[src/rtl/fc_pkg.sv]
// fc_pkg: shared readout FSM states and accumulator width helper
package fc_pkg;
  typedef enum logic [1:0] {IDLE, ADDR, CAP, OUT} state_t;
  function automatic int acc_width(input int obuf_w, input int v_tiles);
    return obuf_w + $clog2(v_tiles);
  endfunction
endpackage

[src/rtl/fc_act_quant.sv]
// fc_act_quant: optional ReLU, arithmetic right shift and saturation of an accumulated sum
module fc_act_quant #(
  parameter int ACC_W = 28,
  parameter int OUT_DATA_SIZE = 8
) (
  input  logic signed [ACC_W-1:0]         acc,
  input  logic                            relu,
  input  logic [4:0]                      shift,
  output logic signed [OUT_DATA_SIZE-1:0] data
);
  localparam int MAX_I = 2 ** (OUT_DATA_SIZE - 1) - 1;
  localparam logic signed [ACC_W-1:0] MAX = ACC_W'(MAX_I);
  localparam logic signed [ACC_W-1:0] MIN = ACC_W'(-MAX_I - 1);
  logic signed [ACC_W-1:0] r, s;
  // clamp negatives under ReLU, shift (sign-filling past the width), then clip to output range
  always_comb begin
    r = (relu && acc < 0) ? '0 : acc;
    s = r >>> shift;
    data = s > MAX ? OUT_DATA_SIZE'(MAX) : s < MIN ? OUT_DATA_SIZE'(MIN) : s[OUT_DATA_SIZE-1:0];
  end
endmodule

[src/rtl/fc_reduce_act.sv]
// fc_reduce_act: reduces vertical CIM tile partial sums per neuron and streams requantised activations
module fc_reduce_act
  import fc_pkg::*;
#(
  parameter int V_TILES = 8,
  parameter int H_TILES = 2,
  parameter int COLS_PER_TILE = 64,
  parameter int OUTPUT_NEURONS = 100,
  parameter int OBUF_DATA_SIZE = 25,
  parameter int OUT_DATA_SIZE = 8
) (
  input  logic                                        clk,
  input  logic                                        rst,
  input  logic                                        i_start,
  input  logic                                        i_relu_en,
  input  logic [4:0]                                  i_shift,
  output logic                                        o_busy,
  output logic [$clog2(COLS_PER_TILE)-1:0]            o_cim_rd_addr,
  input  logic [V_TILES*H_TILES*OBUF_DATA_SIZE-1:0]   i_data,
  output logic                                        o_valid,
  input  logic                                        i_next_ready,
  output logic signed [OUT_DATA_SIZE-1:0]             o_data,
  output logic [$clog2(OUTPUT_NEURONS)-1:0]           o_idx,
  output logic                                        o_last,
  output logic                                        o_done
);
  localparam int ACC_W = acc_width(OBUF_DATA_SIZE, V_TILES);
  localparam int ADDR_W = $clog2(COLS_PER_TILE);
  localparam int IDX_W = $clog2(OUTPUT_NEURONS);
  state_t state, state_n;
  logic [IDX_W-1:0] n, n_nx;
  logic relu;
  logic [4:0] shift;
  logic signed [ACC_W-1:0] acc, sum;
  logic is_last, xfer;
  assign is_last = n == IDX_W'(OUTPUT_NEURONS - 1);
  assign xfer = state == OUT && i_next_ready;
  assign o_busy = state != IDLE;
  assign o_valid = state == OUT;
  assign o_last = o_valid && is_last;
  assign o_idx = n;
  // sequence ADDR -> CAP -> OUT per neuron; a start landing on the done pulse is ignored
  always_comb begin
    state_n = state;
    n_nx = n;
    if (state == IDLE && i_start && !o_done) begin
      state_n = ADDR;
      n_nx = '0;
    end else if (state == ADDR) state_n = CAP;
    else if (state == CAP) state_n = OUT;
    else if (xfer) begin
      state_n = is_last ? IDLE : ADDR;
      n_nx = is_last ? n : n + 1'b1;
    end
  end
  // sum the V words of the H tile that owns the current neuron, sign-extended to ACC_W
  always_comb begin
    sum = '0;
    for (int v = 0; v < V_TILES; v++)
      sum = sum + ACC_W'($signed(i_data[(int'(n) / COLS_PER_TILE * V_TILES + v) * OBUF_DATA_SIZE +: OBUF_DATA_SIZE]));
  end
  // state, counter, latched config, read address, captured sum and done pulse
  always_ff @(posedge clk or negedge rst) begin
    if (!rst) begin
      state <= IDLE;
      n <= '0;
      relu <= 1'b0;
      shift <= '0;
      o_cim_rd_addr <= '0;
      acc <= '0;
      o_done <= 1'b0;
    end else begin
      state <= state_n;
      n <= n_nx;
      if (state == IDLE && state_n == ADDR) begin
        relu <= i_relu_en;
        shift <= i_shift;
      end
      if (state_n == ADDR) o_cim_rd_addr <= ADDR_W'(int'(n_nx) % COLS_PER_TILE);
      if (state == CAP) acc <= sum;
      o_done <= xfer && is_last;
    end
  end
  fc_act_quant #(.ACC_W(ACC_W), .OUT_DATA_SIZE(OUT_DATA_SIZE)) u_quant (
    .acc(acc),
    .relu(relu),
    .shift(shift),
    .data(o_data)
  );
endmodule

[config.mk]
export PLATFORM = sky130hd
export DESIGN_NAME = fc_reduce_act
export DESIGN_NICKNAME = d
export VERILOG_FILES = /design/src/rtl/fc_pkg.sv /design/src/rtl/fc_act_quant.sv /design/src/rtl/fc_reduce_act.sv
export SDC_FILE = /design/constraint.sdc
export NUM_CORES = 1
export LEC_CHECK = 0
export CORE_MARGIN = 8
export CORE_UTILIZATION = 42
export CTS_CLUSTER_DIAMETER = 60
export DETAILED_ROUTE_END_ITERATION = 16
export PLACE_DENSITY = 0.85
export SLEW_MARGIN = 20
export SYNTH_ARGS = -nofsm -noshare
export SYNTH_HDL_FRONTEND = slang
export SYNTH_SLANG_ARGS = --single-unit
[constraint.sdc]
create_clock -name clk -period 5.8 [get_ports clk]
set_input_delay 1.16 -clock clk [delete_from_list [all_inputs] [get_ports clk]]
set_output_delay 1.16 -clock clk [all_outputs]
set_load 0.05 [all_outputs]
After elaboration in Yosys (flattened, before gate mapping)
Index checks and enable logic that the tools add are counted.

operators by class
  add/sub/neg operators = 15
  $mul = 8
  magnitude comparators = 3
  eq/ne operators = 8
  shift-type cells = 9
  muxes and demuxes = 13
  reductions and logical operators = 12

operator list
  cell                                                  number
  indexed part select 400 x 11 -> 25 bit                7
  indexed part select 400 x 10 -> 25 bit                1
  adder 28 x 25 -> 28 bit                               4
  multiplier 5 x 5 -> 10 bit (second input constant)    7
  2-to-1 mux 7 bit                                      5
  adder 27 x 25 -> 28 bit                               1
  > comparator 28 x 8 -> 1 bit (second input constant)  1
  < comparator 28 x 1 -> 1 bit (second input constant)  1
  < comparator 28 x 8 -> 1 bit (second input constant)  1
  2-to-1 mux 28 bit                                     1
  >>> shifter 28 x 5 -> 28 bit                          1
  adder 26 x 25 -> 27 bit                               1
  adder 25 x 25 -> 26 bit                               1
  adder 4 x 3 -> 5 bit (second input constant)          4
  2-to-1 mux 8 bit                                      2
  adder 4 x 2 -> 5 bit (second input constant)          2
  2-to-1 mux 2 bit                                      4
  adder 7 x 1 -> 7 bit (second input constant)          1
  == test 7 bit (second input constant)                 1
  logical AND 1 bit                                     7
  multiplier 1 x 5 -> 6 bit (second input constant)     1
  adder 4 x 1 -> 5 bit (second input constant)          1
  == test 2 x 1 -> 1 bit (second input constant)        2
  == test 2 bit (second input constant)                 2
  other kinds (7)                                       9

word-level totals
  register bits = 50
  input bits = 410
  output and inout bits = 25
  logic and storage cells = 76

Logic depth before layout (Yosys ltp)
Gate-level depths: netlist of the first run.

  depth in word-level cells = 10
  gate-level depth with buffers = 23
  gate-level depth less buffers = 20

Cells and area by module
A second synthesis of the first run with hierarchy kept.

unflattened totals
  cells, all modules = 1198
  area, all modules = 11541.1 sq um

modules (own cells, without submodules)
  module         instances  cells each  area each (sq um)  seq. area each (sq um)
  fc_reduce_act  1          983         9711.8             1251.2
  fc_act_quant   1          215         1829.3             0.0

Worst setup path before layout of the first run
Ideal clock, no wire load.

  path type = reg-to-reg
  start = register n[6], in the netlist o_idx[6]
  end = register acc[16]
  library setup time = 0.131 ns
  arrival time = 6.232 ns
  data required time = 5.669 ns
  path slack = -0.564 ns
  cell stages (with the launch flop) = 23
  buffers on the path = 3
  clock period less this slack = 6.364 ns
  cells stage by stage = dfrtp_1 -> clkbuf_1 -> clkbuf_1 -> buf_1 -> mux2i_1 -> fa_1 -> inv_1 -> fa_1 -> fa_1 -> inv_1 -> fa_1 -> inv_1 -> ha_1 -> inv_1 -> fa_1 -> nand2b_1 -> a211o_1 -> a2111oi_0 -> o21a_1 -> o21ai_0 -> a21oi_1 -> nor4b_1 -> or3_1

on the way
  longest elaborated chain between the ends = 10
  elaborated cells between the ends (all ways) = 30
  classes of those cells = add/sub: 14; mul: 8; shift: 8

RTL lines
  item                                    line                 text
  from (decl)                             fc_reduce_act.sv:31  logic [IDX_W-1:0] n, n_nx;
  from (signal assigned)                  fc_reduce_act.sv:74  n <= n_nx;
  adder 4 x 1 -> 5 bit                    fc_reduce_act.sv:60  sum = sum + ACC_W'($signed(i_data[(int'(n) / COLS_PER_TILE * V_TILES + v) * OBUF_DATA_SIZE +: OBUF_DATA_SIZE]) ...
  multiplier 5 x 5 -> 10 bit              fc_reduce_act.sv:60
  indexed part select 400 x 11 -> 25 bit  fc_reduce_act.sv:60
  adder 25 x 25 -> 26 bit                 fc_reduce_act.sv:60
  adder 26 x 25 -> 27 bit                 fc_reduce_act.sv:60
  adder 27 x 25 -> 28 bit                 fc_reduce_act.sv:60
  adder 28 x 25 -> 28 bit (3 in a row)    fc_reduce_act.sv:60
  adder 28 x 25 -> 28 bit *               fc_reduce_act.sv:60
  to (signal assigned)                    fc_reduce_act.sv:80  if (state == CAP) acc <= sum;
  to (decl)                               fc_reduce_act.sv:34  logic signed [ACC_W-1:0] acc, sum;

Mark *: on every way between the ends. The rest lies on a longest branch, timed or not.
A chain may end at the register's enable or synchronous reset.

Worst setup path after layout of the first run
  start = input i_data[13]
  end = register acc[20]

on the way
  longest elaborated chain between the ends = 8
  elaborated cells between the ends (all ways) = 15
  classes of those cells = add/sub: 7; shift: 8

RTL lines
  item                                                                                              line                 text
  from (decl)                                                                                       fc_reduce_act.sv:19  input logic [V_TILES*H_TILES*OBUF_DATA_SIZE-1:0] i_data,
  indexed part select 400 x 11 -> 25 bit or indexed part select 400 x 10 -> 25 bit (tied branches)  fc_reduce_act.sv:60
  adder 25 x 25 -> 26 bit                                                                           fc_reduce_act.sv:60
  adder 26 x 25 -> 27 bit                                                                           fc_reduce_act.sv:60
  adder 27 x 25 -> 28 bit                                                                           fc_reduce_act.sv:60
  adder 28 x 25 -> 28 bit (3 in a row)                                                              fc_reduce_act.sv:60
  adder 28 x 25 -> 28 bit *                                                                         fc_reduce_act.sv:60

Marked as above.

==> flow_summary.ini, run 1 <==
[yosys]
synth.ff_latch_count = 50
synth_area_leaders = sky130_fd_sc_hd__fa_1, sky130_fd_sc_hd__mux2i_1, sky130_fd_sc_hd__dfrtp_1, sky130_fd_sc_hd__mux2_2, sky130_fd_sc_hd__inv_1
yosys.area.top_type = sky130_fd_sc_hd__fa_1
mappedNetlistArea_um2 = 11200
yosysTopAreaCellShare_pct = 27.4
synth_most_common_cell = sky130_fd_sc_hd__inv_1
post_synth_num_cell_types = 68
yosys_warnings = 0
syn_nets = 1724
post_syn_area_per_cell_um2 = 9.92
post_synth_inst_count = 1128
synth_top_cells_by_count = sky130_fd_sc_hd__inv_1, sky130_fd_sc_hd__mux2i_1, sky130_fd_sc_hd__fa_1, sky130_fd_sc_hd__mux2_2, sky130_fd_sc_hd__dfrtp_1
ys_seq_area_share_pct = 11.2
synthFlopType = sky130_fd_sc_hd__dfrtp_1
synth_enable_flop_cells = 0
synth_async_sr_flop_share_pct = 100

[grt]
grt_first_pass_wirelength_um = 58700
global_route.usage.total_pct = 22.7
grt_max_degree = 51
first_global_vias = 11658
global_route.overflow_total = 0
antenna_found_initial = 0

[die]
row_count = 59
die_h_um = 179
die-width_um = 179
start_util_pct = 42.8
ios = 435
total_die_area_um2 = 32100
core_area_um2 = 26100

[min_path]
hp-start = o_cim_rd_addr[0]$_DFFE_PN0N_
holdPathStages = 1
worstHoldEndpoint = o_cim_rd_addr[0]$_DFFE_PN0N_
worst_hold_check_path_type = flip-flop to flip-flop

[pwr]
worst_vdd_ir_uv = 431
power.static_leakage_nw = 7.34
sequentialPowerShare_pct = 8.8
pwr-share-comb_pct = 87.0
switching_part_of_the_total_power_pct = 47.8
cell_internal_pwr_mw = 4.86
power.density_cell_area_nw_per_um2 = 542
net_switching_power_of_the_design_mw = 4.45
p_clk_share_pct = 4.2

[place]
io_buffer_count = 434
place_ws_ns = -0.879
hpwl_um = 31600
gpl.final_weighted_congestion = 0.872

[worst_setup_path]
critical_path.startpoint_type = input pin
rrSetupSlack_ns = 0.29
endpoint_kind = flip-flop
cp_max_fo = 3
worstPathRequired_ns = 5.98
reg2reg_depth = 20
rr_endpoint = acc[16]$_DFFE_PN0P_
critical_path_arrival_ns = 5.86
timing.setup.critical_path_class = input pin to flip-flop
crit-reg2reg-launch = o_idx[6]$_DFFE_PN0P_

[routing]
viasPerCell = 5.19
routed-via-count = 10080
totalWireLength_um = 37100
drc = 0
drt_first_iter_violations = 406
routed_wire_length_per_instance_um = 19.1
first_pass_iters = 4
antenna_left = 0

[sta]
max_clock_freq_mhz = 176
max_slew_violation_total_from_the_final_report = 0
minimum_period_implied_by_the_final_worst_setup_slack_ns = 5.67
worst_pin_slew_ns = 0.813
timing.setup.tns_ns = 0
slew_headroom_pct = 45.8
finalHoldViolCount = 0
final-setup-viol-count = 0
post-route-period-util_pct = 97.8
finClkSkew_ns = 0.00604
post-route-worst-setup-slack_ns = 0.127

[clock_tree]
clk_transition_reported_paths_ns = 0.07
cts.root.buffer_cell = sky130_fd_sc_hd__clkbuf_16
cts_tree = yes
cts_made_buffers = 5
cts-root-to-sink-buffers = 2
cts.htree.levels = 2
clock_insertion_delay_worst_skew_ns = 0.29
clock-sinks = 50

[status]
status = finished clean

[final_layout]
final_net_count = 2203
fillers = 2025
antenna_cells_inserted = 0
share_of_final_layout_standard_cells_stronger_than_drive_strength_1_pct = 20.6
area_growth_syn_to_layout_pct = 53.5

[run]
maxcap_viol_count = 0
==> metal layers <==
layer	up-vias	track usage (%)	wire length, µm
met5	-	0	0
met4	0	4.30	590
met3	44	3.94	2470
met2	337	43.6	20000
met1	4905	25.9	14000
li1	4794	-	-
==> layout by cell type, fill, tap and decap left out, drive strengths merged, types with 5 or more instances in the layout <==
cell type	instances
ha	33
dfrtp	50
mux4	28
fa	153
nand4	5
dlymetal6s2s	19
dlygate4sd2	22
nor3	12
clkdlybuf4s50	380
nor2	32
mux2	87
a21o	10
a211oi	13
xor2	10
nor3b	5
o21a	6
xnor2	15
or3	5
clkbuf	14
mux2i	183
nand2	31
and2	6
o21ai	37
a21oi	39
buf	93
nand3	13
inv	227
nor4b	5
o22ai	7
==> worst max-delay path, cell delays in order <==
cell	delay, ns
sky130_fd_sc_hd__clkdlybuf4s50_1	0.46
sky130_fd_sc_hd__mux2i_1	0.09
sky130_fd_sc_hd__fa_1	0.56
sky130_fd_sc_hd__inv_1	0.06
sky130_fd_sc_hd__fa_1	0.51
sky130_fd_sc_hd__fa_1	0.55
sky130_fd_sc_hd__inv_1	0.06
sky130_fd_sc_hd__fa_1	0.42
sky130_fd_sc_hd__inv_1	0.11
sky130_fd_sc_hd__ha_4	0.21
sky130_fd_sc_hd__and3_4	0.18
sky130_fd_sc_hd__a221o_1	0.33
sky130_fd_sc_hd__o21a_1	0.20
sky130_fd_sc_hd__a311o_1	0.30
sky130_fd_sc_hd__a21o_1	0.18
sky130_fd_sc_hd__a21oi_2	0.15
sky130_fd_sc_hd__xnor2_1	0.07
sky130_fd_sc_hd__mux2_2	0.25
==> layout make-up <==
class	count	area [µm²]	share of cell area [%]
clock buffer	6	139	0.809
clock inverter	2	60.1	0.350
inverter	229	860	5.01
multi-input combinational	799	9370	54.6
sequential	50	1250	7.31
tap	335	419	2.44
timing repair buffer	522	5060	29.5
==> stage by stage <==
stage	power, mW	util (%)	std cells	cell area (µm²)	hold WS, ns
floorplan	5.38	-	1128	11200	0.470
global placement	7.65	62.7	1924	16400	0.492
detailed placement	7.80	62.7	1924	16400	0.501
CTS	8.64	64.1	1935	16800	0.517
global route	10.2	65.7	1943	17200	0.535
finish	9.31	65.7	1943	17200	0.511
==> worst max path at each step <==
| stage | endpoint | from | cells past startpoint | slack [ns] |
|---|---|---|---|---|
| finish | acc[20]$_DFFE_PN0P_ | i_data[13] | 18 | 0.13 |
| CTS | acc[16]$_DFFE_PN0P_ | i_data[328] | 17 | 0.001 |
| floorplan | acc[16]$_DFFE_PN0P_ | o_idx[6]$_DFFE_PN0P_ | 22 | -0.05 |
| detailed placement | acc[16]$_DFFE_PN0P_ | i_data[2] | 20 | -0.88 |
| global placement | acc[16]$_DFFE_PN0P_ | i_data[2] | 20 | -0.72 |
| global route | acc[20]$_DFFE_PN0P_ | i_data[13] | 18 | -0.06 |
==> power groups by stage <==
stage | logic (mW) | registers, mW | clock network [mW]
after CTS | 7.43 | 0.815 | 0.395
after global routing | 8.95 | 0.857 | 0.408
final | 8.10 | 0.819 | 0.392
after floorplan | 4.65 | 0.735 | 0
after global placement | 6.85 | 0.804 | 0
after detailed placement | 6.98 | 0.821 | 0
==> what timing repair did <==
| item | 4_1_cts | 5_1_grt |
|---|---|---|
| hold buffers | 0 | 0 |
| endpoints found under the setup margin | 16 | 13 |
| pin swaps | 45 | 66 |
| buffers inserted | 4 | 8 |
| hold endpoints to repair | 0 | 0 |
| resized for setup | 82 | 123 |
==> state kept, by name (all words and copies together) (netlist names) <==
signal and cells:
acc 28, o_cim_rd_addr 6, o_done 1, o_idx 7, relu 1, shift 5, state 2
==> logic make-up (layout without fill, tap and decap cells) <==
family	after synthesis	count (layout)	synth area share, %
AOI/OAI and AO/OA	151	151	8.77
adders and majority gates	186	186	31.1
buffers and inverters	279	759	9.59
xor gates and xnor gates	25	25	1.96
muxes	298	298	30.8
DFF	50	50	11.2
and+or+nand+nor	139	139	6.58
Note: power is estimated with default switching activity, not from simulation.
==> run 2, diff against run 1 <==
- REMOVE_ABC_BUFFERS: unset -> 1
==> flow_summary.ini, run 2 (synthesis results as in run 1) <==
[routing]
first_pass_iters = 5
drc = 0
drt_first_iter_violations = 428
antenna_left = 0
routed_wire_length_per_instance_um = 18.3
routed-via-count = 10009
totalWireLength_um = 35500
viasPerCell = 5.16

[worst_setup_path]
critical_path.startpoint_type = input pin
cp_max_fo = 2
crit-reg2reg-launch = o_idx[6]$_DFFE_PN0P_
timing.critical_path.slowest_stage_cell = sky130_fd_sc_hd__fa_1
reg2reg_depth = 21
timing.setup.critical_path_class = input pin to flip-flop
critical_path_arrival_ns = 5.87
endpoint_kind = flip-flop
rrSetupSlack_ns = 0.13
crit_chain = buf_6, mux2i_4, fa_1, inv_2, fa_1, fa_1, inv_2, fa_1, inv_1, ha_2, inv_2, fa_2, nand2b_4, a211o_4, a2111oi_4, buf_4, o21a_1, o21ai_2, a21oi_2, nor4b_2, or3_1
slowest_delay_ns = 0.61
rr_endpoint = acc[16]$_DFFE_PN0P_
worstPathRequired_ns = 5.97
path_common_cell = sky130_fd_sc_hd__fa_1

[final_layout]
multi_input_area_um2 = 9390
fillers = 2085
design_area_um2 = 17100
final_net_count = 2198
layout.cells.most_common = sky130_fd_sc_hd__clkdlybuf4s50_1
area_growth_syn_to_layout_pct = 52.6
sequential_cell_area_um2 = 1250
most_used_cells_in_the_layout_excluding_fill_and_tap_cells = sky130_fd_sc_hd__clkdlybuf4s50_1, sky130_fd_sc_hd__inv_1, sky130_fd_sc_hd__mux2i_1
largest_reg_flops = 28
share_of_final_layout_standard_cells_stronger_than_drive_strength_1_pct = 20.6
max_flop_register = acc

[pwr]
p_clk_share_pct = 3.6
net_switching_power_of_the_design_mw = 4.35
sequentialPowerShare_pct = 8.9
power.density_cell_area_nw_per_um2 = 535
power.static_leakage_nw = 7.33
worst_vdd_ir_uv = 357
cell_internal_pwr_mw = 4.79
switching_part_of_the_total_power_pct = 47.6
pwr-share-comb_pct = 87.4

[place]
io_buffer_count = 434
hpwl_um = 30600
gpl.final_weighted_congestion = 0.920
post_dp_cell_area_um2 = 16300

[grt]
global_route.usage.total_pct = 21.6
grt_max_degree = 51
first_global_vias = 11240
antenna_found_initial = 1
grt_first_pass_wirelength_um = 56000
global_route.overflow_total = 0

[clock_tree]
cts.root.buffer_cell = sky130_fd_sc_hd__clkbuf_16
cts-root-to-sink-buffers = 2
cts.htree.levels = 2
clock_insertion_delay_worst_skew_ns = 0.29
cts_tree = yes
cts_made_buffers = 5
clk_transition_reported_paths_ns = 0.07
clock-sinks = 50

[sta]
max_clock_freq_mhz = 176
slew_headroom_pct = 39.4
worst_pin_slew_ns = 0.908
minimum_period_implied_by_the_final_worst_setup_slack_ns = 5.70
post-route-period-util_pct = 98.2
final-setup-viol-count = 0
max_slew_violation_total_from_the_final_report = 0
finalHoldViolCount = 0
finClkSkew_ns = 0.00655
rsz0062_at_grt = yes
timing.setup.tns_ns = 0

[run]
maxcap_viol_count = 0

[die]
die_h_um = 179
ios = 435
row_count = 59
total_die_area_um2 = 32100
core_area_um2 = 26100
start_util_pct = 42.8
die-width_um = 179

[status]
status = finished clean

[min_path]
holdPathStages = 1
worstHoldEndpoint = acc[0]$_DFFE_PN0P_
hp-start = acc[0]$_DFFE_PN0P_
worst_hold_check_path_type = flip-flop to flip-flop
[run 2: worst max-delay path by stage]
stage | end | slack, ns | cells after the start | from
2_1_floorplan | acc[16]$_DFFE_PN0P_ | -5.71 | 19 | o_idx[6]$_DFFE_PN0P_
3_3_place_gp | acc[16]$_DFFE_PN0P_ | -0.88 | 21 | i_data[202]
3_5_place_dp | acc[16]$_DFFE_PN0P_ | -0.94 | 21 | i_data[202]
4_1_cts | acc[27]$_DFFE_PN0P_ | 0.004 | 18 | i_data[90]
5_1_grt | acc[16]$_DFFE_PN0P_ | -0.07 | 19 | i_data[254]
6_report | acc[16]$_DFFE_PN0P_ | 0.10 | 21 | i_data[252]
[run 2: routing by layer]
| layer | share of wire, % | GRT usage (%) | wire length (µm) |
|---|---|---|---|
| met5 | 0 | 0 | 0 |
| met3 | 7.3 | 4.13 | 2590 |
| met2 | 53 | 40.9 | 18800 |
| met1 | 38 | 25.1 | 13600 |
| met4 | 1.3 | 3.75 | 469 |
[run 2: power by group through the flow]
stage	registers (mW)	clock network [mW]	logic [mW]
after floorplan	0.853	0	4.47
after global placement	0.809	0	6.79
after detailed placement	0.819	0	6.92
after CTS	0.813	0.339	7.48
after global routing	0.856	0.352	8.85
final	0.816	0.333	7.99
[run 2: what timing repair did]
action | 4_1_cts | 5_1_grt
setup buffers | 9 | 9
gates resized for setup | 127 | 100
pin swaps | 52 | 65
hold buffers | 0 | 0
setup endpoints to repair | 16 | 16
[run 2: cell type report]
| type | instances | share of cell area, % |
|---|---|---|
| Antenna cell | 1 | 0.0147 |
| Clock buffer | 5 | 0.733 |
| Timing Repair Buffer | 517 | 29.2 |
| Tap cell | 335 | 2.46 |
| Inverter | 229 | 5.04 |
| Clock inverter | 3 | 0.264 |
| Sequential cell | 50 | 7.35 |
| Multi-Input combinational cell | 799 | 55.0 |
[run 2: worst max-delay path: cells and delay by family]
family                   cells  cell delay, ns
adder cells (fa/ha/maj)      6            2.63
AO/OA/AOI/OAI                5            0.98
AND/OR/NAND/NOR              3            0.59
buffers and inverters        6            0.45
multiplexers                 1            0.06
[run 2: per-stage QoR]
step	std cells	setup WS [ns]	power, mW	util, %	hold slack, ns
5_1_grt	1939	-0.0717	10.1	65.3	0.535
4_1_cts	1929	0.00411	8.63	63.9	0.518
6_report	1939	0.104	9.14	65.3	0.511
3_5_place_dp	1913	-0.940	7.74	62.3	0.499
3_3_place_gp	1913	-0.878	7.60	62.3	0.490
2_1_floorplan	1078	-5.71	5.32	-	0.470
==> run 3, diff against run 2 <==
- CELL_PAD_IN_SITES_DETAIL_PLACEMENT: unset -> 0
- CELL_PAD_IN_SITES_GLOBAL_PLACEMENT: unset -> 1
- CORE_UTILIZATION: 42 -> 31
- CTS_BUF_LIST: unset -> sky130_fd_sc_hd__clkbuf_8
==> flow_summary.ini, run 3 (synthesis results as in run 1) <==
[status]
status = finished clean

[clock_tree]
cts_tree = yes
clock-sinks = 50
cts.htree.levels = 2
cts_made_buffers = 5
clk_transition_reported_paths_ns = 0.10
clock_insertion_delay_worst_skew_ns = 0.32
cts-root-to-sink-buffers = 2
cts.root.buffer_cell = sky130_fd_sc_hd__clkbuf_8
cts_hold_buffers = 0

[worst_setup_path]
reg2reg_depth = 22
critical_path.startpoint_type = input pin
cp_max_fo = 3
endpoint_kind = flip-flop
rr_endpoint = acc[16]$_DFFE_PN0P_
worstPathRequired_ns = 6.00
critical_path_capture_point = acc[16]$_DFFE_PN0P_
critical_path_arrival_ns = 5.90
crit-reg2reg-launch = o_idx[6]$_DFFE_PN0P_
rrSetupSlack_ns = 0.18
crit_start = i_data[204]
timing.setup.critical_path_class = input pin to flip-flop

[die]
start_util_pct = 31.4
total_die_area_um2 = 42400
ios = 435
row_count = 69
die-width_um = 206
die_h_um = 206
core_area_um2 = 35600

[min_path]
holdPathStages = 1
worst_hold_check_path_type = flip-flop to flip-flop

[routing]
drc = 0
routed_wire_length_per_instance_um = 16.9
drt_first_iter_violations = 466
routed-via-count = 10023
totalWireLength_um = 35400
first_pass_iters = 5
viasPerCell = 4.80
antenna_left = 0

[grt]
global_route.overflow_total = 0
grt_max_degree = 51
antenna_found_initial = 0
first_global_vias = 11335
global_route.usage.total_pct = 16.2
grt_first_pass_wirelength_um = 56800

[final_layout]
antenna_cells_inserted = 0
most_used_cells_in_the_layout_excluding_fill_and_tap_cells = sky130_fd_sc_hd__clkdlybuf4s50_1, sky130_fd_sc_hd__inv_1, sky130_fd_sc_hd__mux2i_1
area_growth_syn_to_layout_pct = 54.6
fillers = 3340
share_of_final_layout_standard_cells_stronger_than_drive_strength_1_pct = 19.9
layout.cells.most_common = sky130_fd_sc_hd__clkdlybuf4s50_1
sequential_cell_area_um2 = 1250
largest_reg_flops = 28
design_area_um2 = 17300
final_net_count = 2222
max_flop_register = acc
multi_input_area_um2 = 9270

[sta]
timing.setup.tns_ns = 0
finalHoldViolCount = 0
minimum_period_implied_by_the_final_worst_setup_slack_ns = 5.70
post-route-period-util_pct = 98.3
rsz0062_at_grt = yes
worst_pin_slew_ns = 0.774
holdWs_ns = 0.517
finClkSkew_ns = 0.00292
max_slew_violation_total_from_the_final_report = 0
slew_headroom_pct = 48.4
post-route-worst-setup-slack_ns = 0.101
final-setup-viol-count = 0
max_clock_freq_mhz = 175

[pwr]
power.static_leakage_nw = 7.42
worst_vdd_ir_uv = 368
power.density_cell_area_nw_per_um2 = 515

[place]
io_buffer_count = 434
place_ws_ns = -0.799
gpl.final_weighted_congestion = 0.905
post_dp_cell_area_um2 = 16600
hpwl_um = 31200

[run]
maxcap_viol_count = 0
==> run 3: changes by cell type in the layout (fill, tap and decap cells not counted), sizes merged, moves of 4 or more <==
cell           before  now
clkbuf             12    8
clkdlybuf4s50     363  382
buf                89  108
dlygate4sd2        37   13
clkdlybuf4s15       0    8
dlymetal6s2s       21   27
==> run 3: metrics by stage <==
| step | power (mW) | instances | util [%] |
|---|---|---|---|
| detailed placement | 7.87 | 2063 | 46.7 |
| global placement | 7.80 | 2063 | 46.7 |
| floorplan | 5.32 | 1078 | - |
| global route | 9.86 | 2088 | 48.6 |
| finish | 8.90 | 2088 | 48.6 |
| CTS | 8.63 | 2079 | 47.6 |
==> run 3: worst min-delay path by stage <==
stage,startpoint,end,slack (ns)
finish,o_cim_rd_addr[4]$_DFFE_PN0N_,o_cim_rd_addr[4]$_DFFE_PN0N_,0.52
global route,acc[0]$_DFFE_PN0P_,acc[0]$_DFFE_PN0P_,0.54
CTS,o_cim_rd_addr[4]$_DFFE_PN0N_,o_cim_rd_addr[4]$_DFFE_PN0N_,0.52
detailed placement,o_cim_rd_addr[4]$_DFFE_PN0N_,o_cim_rd_addr[4]$_DFFE_PN0N_,0.50
global placement,o_cim_rd_addr[0]$_DFFE_PN0N_,o_cim_rd_addr[0]$_DFFE_PN0N_,0.49
floorplan,acc[3]$_DFFE_PN0P_,acc[3]$_DFFE_PN0P_,0.47
==> run 3: worst max-delay path, stage by stage <==
cell and delay [ns]:
sky130_fd_sc_hd__clkdlybuf4s50_1 0.47, sky130_fd_sc_hd__mux2i_2 0.08, sky130_fd_sc_hd__fa_1 0.53, sky130_fd_sc_hd__inv_1 0.05, sky130_fd_sc_hd__fa_1 0.52, sky130_fd_sc_hd__fa_1 0.50, sky130_fd_sc_hd__inv_1 0.06, sky130_fd_sc_hd__fa_1 0.53
sky130_fd_sc_hd__inv_1 0.06, sky130_fd_sc_hd__ha_4 0.28, sky130_fd_sc_hd__nand2b_4 0.05, sky130_fd_sc_hd__a211o_4 0.36, sky130_fd_sc_hd__a2111oi_4 0.30, sky130_fd_sc_hd__buf_4 0.16, sky130_fd_sc_hd__o21a_1 0.14, sky130_fd_sc_hd__o21ai_2 0.07
sky130_fd_sc_hd__a21oi_2 0.15, sky130_fd_sc_hd__nor4b_2 0.06, sky130_fd_sc_hd__or3_1 0.35
==> run 3: power by group <==
| part | total, mW | switching (mW) | internal (mW) |
|---|---|---|---|
| Clock | 0.215 | 0.128 | 0.0873 |
| Combinational | 7.88 | 3.87 | 4.01 |
| Sequential | 0.802 | 0.285 | 0.516 |
==> run 3: repair_timing <==
action                     4_1_cts  5_1_grt
setup endpoints to repair       14       15
cloned                           0        0
buffers inserted                 8       11
resized for setup               72       98
pin swaps                       41       56
==> run 3: layout make-up <==
type / count / share of cell area (%)
flip-flops and latches: 50 / 7.26
repair buffers: 541 / 30.3
clock buffers: 5 / 0.398
clock inverters: 3 / 0.145
inverters: 229 / 4.97
multi-input cells: 799 / 53.6
well taps: 461 / 3.34
==> run 3: layer usage <==
metal	routed length [µm]	global-route usage, %
met1	14100	19.4
met2	18300	30.2
met3	2390	2.79
met4	607	3.07
met5	0	0
